File: config.mk
export PLATFORM = sky130hd
export DESIGN_NAME = mem_access_unit
export DESIGN_NICKNAME = d
export VERILOG_FILES = /design/src/rtl/mem_access_unit.sv
export SDC_FILE = /design/constraint.sdc
export NUM_CORES = 1
export LEC_CHECK = 0
export BUFFER_PORTS_ARGS = -buffer_cell sky130_fd_sc_hd__buf_2
export CORE_ASPECT_RATIO = 0.75
export CORE_MARGIN = 2
export CORE_UTILIZATION = 50
export DETAILED_ROUTE_END_ITERATION = 8
export HOLD_SLACK_MARGIN = 0.15
export PLACE_DENSITY_LB_ADDON = 0.25
export SYNTH_ARGS = -nofsm -noshare
export SYNTH_HDL_FRONTEND = slang
export SYNTH_SLANG_ARGS = --single-unit
File: constraint.sdc
create_clock -name clk -period 3 [get_ports clk]
set_clock_uncertainty 0.2 [all_clocks]
set_input_delay 0.3 -clock clk [delete_from_list [all_inputs] [get_ports clk]]
set_output_delay 0.3 -clock clk [all_outputs]
set_load 0.005 [all_outputs]
File: src/rtl/mem_access_unit.sv
// mem_access_unit: LC-3b load/store sequencer driving the single-port mem16
// word memory. It handles word and byte accesses. Byte loads are
// sign-extended. Byte stores are done as a read-modify-write.
//
// Optional feature: define MAU_ALIGN_CHECK_EN to reject word accesses at odd
// addresses with resp_err. Without the macro, addr[0] is ignored for word
// accesses and resp_err stays 0.
module mem_access_unit #(
   parameter int MEM_LAT = 1            // cycles from address to valid mem_rdata, 1..7
) (
   input  logic        clk,
   input  logic        reset,           // asynchronous, active low
   // request side (MAR/MDR logic)
   input  logic        req_valid,
   output logic        req_ready,
   input  logic        req_we,
   input  logic        req_byte,
   input  logic [15:0] req_addr,
   input  logic [15:0] req_wdata,
   // response side
   output logic        resp_valid,
   output logic [15:0] resp_rdata,
   output logic        resp_err,
   // mem16 interface
   output logic [15:0] mem_addr,
   output logic        mem_write,
   output logic [15:0] mem_wdata,
   input  logic [15:0] mem_rdata
);

   typedef enum logic [2:0] {
      IDLE,
      RD,
      RMW_RD,
      WR,
      RESP
   } state_t;

   // The wait counter reaches this value in the last read cycle.
   localparam logic [2:0] LAT_LAST = 3'(MEM_LAT - 1);

   state_t     state;
   logic [2:0] cnt;       // read wait counter
   logic       lane_q;    // captured addr[0]: selects the byte lane
   logic       byte_q;    // captured req_byte
   logic [7:0] wbyte_q;   // captured store byte for read-modify-write
   logic       misaligned;

   // A misaligned word access is only an error when the check is built in.
`ifdef MAU_ALIGN_CHECK_EN
   assign misaligned = ~req_byte & req_addr[0];
`else
   assign misaligned = 1'b0;
`endif

   // Shape a fetched word into the load result.
   // A byte load takes the selected lane and sign-extends it.
   function automatic logic [15:0] format_load(input logic [15:0] word,
                                               input logic        is_byte,
                                               input logic        lane);
      logic [7:0] b;
      b = lane ? word[15:8] : word[7:0];
      return is_byte ? {{8{b[7]}}, b} : word;
   endfunction

   // Replace one byte lane of a fetched word.
   // The other lane is kept unchanged.
   function automatic logic [15:0] merge_byte(input logic [15:0] word,
                                              input logic [7:0]  b,
                                              input logic        lane);
      return lane ? {b, word[7:0]} : {word[15:8], b};
   endfunction

   // Transaction sequencer: one FSM with all interface outputs registered.
   // NOTE: the reset is asynchronous, so a transaction cut off mid-flight
   // drops mem_write and resp_valid at once, without waiting for a clock edge.
   always_ff @(posedge clk or negedge reset) begin
      if (!reset) begin
         state      <= IDLE;
         cnt        <= '0;
         lane_q     <= 1'b0;
         byte_q     <= 1'b0;
         wbyte_q    <= '0;
         req_ready  <= 1'b0;
         resp_valid <= 1'b0;
         resp_rdata <= '0;
         resp_err   <= 1'b0;
         mem_addr   <= '0;
         mem_write  <= 1'b0;
         mem_wdata  <= '0;
      end else begin
         // NOTE: every state register uses non-blocking assignment. All
         // right-hand sides then see pre-edge values, whatever the statement
         // order. A later assignment in the same pass overrides an earlier one.
         case (state)
            IDLE: begin
               req_ready <= 1'b1;
               if (req_valid && req_ready) begin
                  req_ready <= 1'b0;
                  lane_q    <= req_addr[0];
                  byte_q    <= req_byte;
                  wbyte_q   <= req_wdata[7:0];
                  cnt       <= '0;
                  if (misaligned) begin
                     // No memory cycle. Answer with the error straight away.
                     resp_valid <= 1'b1;
                     resp_rdata <= '0;
                     resp_err   <= 1'b1;
                     state      <= RESP;
                  end else begin
                     mem_addr <= {req_addr[15:1], 1'b0};
                     if (!req_we) begin
                        state <= RD;
                     end else if (!req_byte) begin
                        mem_wdata <= req_wdata;
                        mem_write <= 1'b1;
                        state     <= WR;
                     end else begin
                        state <= RMW_RD;
                     end
                  end
               end
            end

            RD: begin
               if (cnt == LAT_LAST) begin
                  resp_rdata <= format_load(mem_rdata, byte_q, lane_q);
                  resp_err   <= 1'b0;
                  resp_valid <= 1'b1;
                  state      <= RESP;
               end else begin
                  cnt <= cnt + 3'd1;
               end
            end

            RMW_RD: begin
               if (cnt == LAT_LAST) begin
                  mem_wdata <= merge_byte(mem_rdata, wbyte_q, lane_q);
                  mem_write <= 1'b1;
                  state     <= WR;
               end else begin
                  cnt <= cnt + 3'd1;
               end
            end

            WR: begin
               mem_write  <= 1'b0;
               resp_rdata <= '0;
               resp_err   <= 1'b0;
               resp_valid <= 1'b1;
               state      <= RESP;
            end

            RESP: begin
               resp_valid <= 1'b0;
               req_ready  <= 1'b1;
               state      <= IDLE;
            end

            default: begin
               mem_write  <= 1'b0;
               resp_valid <= 1'b0;
               req_ready  <= 1'b0;
               state      <= IDLE;
            end
         endcase
      end
   end

endmodule

==> results.py <==
metrics = {
    "power_and_ir_drop": {
        "comb_power_share_pct": 44.2,
        "ir_worst_vdd_uv": 485,
        "power_leakage_uw": 0.00218,
        "p_int_uw": 2870,
        "p_per_area_mw_per_mm2": 946,
        "pwr-share-seq_pct": 39.0,
        "switching_share_pct": 34.8,
        "switchingPower_uw": 1530,
        "clock_power_share_pct": 16.7,
    },
    "yosys": {
        "yosysWarnings": 0,
        "post-synth-top-area-fraction_pct": 48.5,
        "synth_top_area_cell": "dfrtp_1",
        "synth_top_family_by_area": "multiplexers",
        "syn_inst": 256,
        "yosys.area_share.simple_pct": 5.96,
        "synth_xor_area_share_pct": 0.515,
        "avgSynthCellArea_um2": 13.3,
        "ys_async_sr_fraction_pct": 100,
        "syn_area_mm2": 0.00340,
        "synth_fa_ha_area_share_pct": 0.735,
        "synth_compound_area_share_pct": 6.51,
        "synth_mux_area_share_pct": 33.3,
        "synth.most_common_cell": "dfrtp_1",
        "ys_seq_elements": 66,
        "ys_types": 42,
        "ys_top_cells_by_area": "dfrtp_1, mux2_2, mux2i_1, mux2_4, a211oi_1",
        "synth_edf_count": 0,
        "ys_top_cells_by_count": "dfrtp_1, mux2_2, mux2i_1, nand2_1, mux2_4",
        "synthFlopType": "dfrtp_1",
        "yosysSeqAreaShare_pct": 48.5,
    },
    "min_path": {
        "hp-class": "in2reg",
    },
    "clock_network": {
        "cts_sinks": 66,
        "cts_buffer_depth": 2,
        "clock_latency_ns": 0.34,
        "cts_tree": "built",
        "root_buffer": "clkbuf_8",
        "cts_resized": 0,
        "clk_pin_slew_ns": 0.08,
        "post-cts-setup-buffers": 0,
        "cts_made_buffers": 9,
        "htreeDepth": 3,
    },
    "global_route": {
        "grt_pass1_vias": 2533,
        "grt_max_degree": 36,
        "grt_overflow": 0,
        "grt_use_total_pct": 22.1,
        "grt_pass1_wl_mm": 12.7,
        "antenna_found_initial": 0,
    },
    "floorplan": {
        "die_area_mm2": 0.00749,
        "ios": 105,
        "dieHeight_um": 75.5,
        "rows": 26,
        "coreArea_mm2": 0.00670,
        "fp.dieW_um": 99.3,
        "start_util_pct": 50.8,
    },
    "sta": {
        "setup_tns_ns": 0,
        "fin_crit_ns": 2.54,
        "slew_headroom_pct": 30.5,
        "worst_pin_slew_ns": 1.04,
        "clock.fmax_mhz": 393,
        "timing.hold.ws_ns": 0.178,
        "final_max_slew_viol_count": 0,
        "rsz0062_at_grt": "no",
        "fin_ws_ns": 0.458,
        "setup_viol": 0,
        "fin_crit_sh_pct": 84.7,
        "hold_viol_final": 0,
    },
    "setup_path": {
        "arrival_ns": 2.59,
        "path_class": "reg2reg",
        "startpoint": "lane_q$_DFFE_PN0P_",
        "critical_path_required_ns": 3.04,
        "critPathTopFamily": "flip-flops",
        "max_stage_delay_ns": 0.83,
        "ff2ff_path_depth": 4,
        "r2r_end": "resp_rdata[0]$_DFFE_PN0P_",
        "worstSetupStartpointType": "flop",
        "end_kind": "flop",
        "crit_end": "resp_rdata[0]$_DFFE_PN0P_",
        "path_depth": 4,
        "cp_num_buf_inv": 1,
        "r2r-start": "lane_q$_DFFE_PN0P_",
        "r2r_slack_ns": 0.46,
        "path_cells": "nand2_1 > mux2i_1 > dlygate4sd3_1 > a211oi_1",
        "slowest_stage": "dfrtp_1",
        "worstPathMaxFanout": 19,
    },
    "place": {
        "numPortBuffers": 102,
        "pre_cts_slack_ns": 0.489,
        "gp_congestion": 0.796,
        "placed_area_mm2": 0.00394,
        "dp_hpwl_mm": 5.28,
    },
    "flow_run": {
        "drv_cap": 0,
    },
    "layout": {
        "post-route-cell-area_mm2": 0.00466,
        "antenna_cells": 0,
        "nets": 465,
        "drive_gt1_share_pct": 47.1,
        "syn2layout_area_growth_pct": 36.8,
    },
    "drt": {
        "dr.pass1.iters": 5,
        "drc_errors": 0,
        "totalWireLength_mm": 8.11,
        "avgRoutedWirePerCell_um": 16.3,
        "drt-initial-drc-count": 99,
        "via_count": 2546,
        "ant_nets": 0,
        "vias_per_cell": 5.11,
    },
    "status": {
        "status": "finished clean",
    },
}
worst register-to-register path: stages, from the launching register on:
cell	delay [ns]
dfrtp_1	0.83
nand2_1	0.43
mux2i_1	0.21
dlygate4sd3_1	0.56
a211oi_1	0.22
per-stage QoR:
stage	total power [µW]	util (%)	instances
finish	4410	69.5	498
global route	4710	69.5	498
CTS	4420	69.5	498
detailed placement	3610	58.7	430
global placement	3560	58.7	430
floorplan	3040	-	257
state kept, by name, indices dropped and copies added (netlist names):
register / cells
wbyte_q: 8
mem_addr: 15
lane_q: 1
state: 3
req_ready: 1
resp_valid: 1
mem_write: 1
mem_wdata: 16
resp_rdata: 16
byte_q: 1
cnt: 3
metal layers:
metal	GRT usage (%)	vias to the layer above	part of all wire (%)
met5	0	-	0
met1	29.9	1223	48
met4	5.94	0	1.2
li1	-	1243	-
met2	35.1	72	46
met3	7.16	8	4.6
how the worst min path moves through the flow:
stage | startpoint | cells past startpoint | end | slack [ns]
2_1_floorplan | reset | 0 | byte_q$_DFFE_PN0P_ | -0.20
3_3_place_gp | reset | 1 | cnt[0]$_DFFE_PN0P_ | 0.21
3_5_place_dp | reset | 1 | cnt[0]$_DFFE_PN0P_ | 0.22
4_1_cts | mem_rdata[6] | 3 | resp_rdata[6]$_DFFE_PN0P_ | 0.15
5_1_grt | mem_rdata[6] | 3 | resp_rdata[6]$_DFFE_PN0P_ | 0.15
6_report | mem_rdata[6] | 3 | resp_rdata[6]$_DFFE_PN0P_ | 0.18
placed cells by master (no fill, tap or decap), drive strengths merged:
cell / n
buf: 106
mux2: 75
dfrtp: 66
dlygate4sd3: 53
mux2i: 25
nand2: 12
a211oi: 9
clkbuf: 9
a21oi: 8
inv: 6
nor2: 4
a31oi: 3
o21ai: 3
nand3b: 2
nand4bb: 2
nor3: 2
a21o: 2
ha: 2
conb: 2
clkinvlp: 2
nor3b: 2
clkinv: 2
and4: 1
nand4b: 1
or3: 1
o32ai: 1
nor4bb: 1
and3: 1
nand3: 1
nand2b: 1
xor2: 1
a21bo: 1
and2: 1
a41oi: 1
a211o: 1
xnor2: 1
nor4b: 1
a221o: 1
bufinv: 1
power groups by stage:
stage,Sequential (µW),Clock (µW),Combinational [µW]
after floorplan,1600,0,1440
after detailed placement,1720,0,1900
after global placement,1710,0,1850
after CTS,1700,760,1960
after global routing,1780,801,2130
final,1720,737,1950
what timing repair did:
action,CTS,global route
hold endpoints to repair,89,0
hold buffers,53,0
setup endpoints to repair,0,0
layout make-up:
class	instances	area (µm²)
Clock buffer	9	124
Clock inverter	6	67.6
Fill cell	474	2040
Inverter	5	18.8
Multi-Input combinational cell	169	1610
Sequential cell	66	1650
Tap cell	84	105
Timing Repair Buffer	159	1080
logic make-up (layout without fill, tap and decap cells):
family / Yosys count / count (layout)
multiplexers: 100 / 100
other: 1 / 2
buffers and inverters: 22 / 179
AO/OA/AOI/OAI: 30 / 30
adder cells (fa/ha/maj): 2 / 2
AND/OR/NAND/NOR: 33 / 33
flip-flops: 66 / 66
XOR/XNOR: 2 / 2
(Power assumes the default switching activity.)
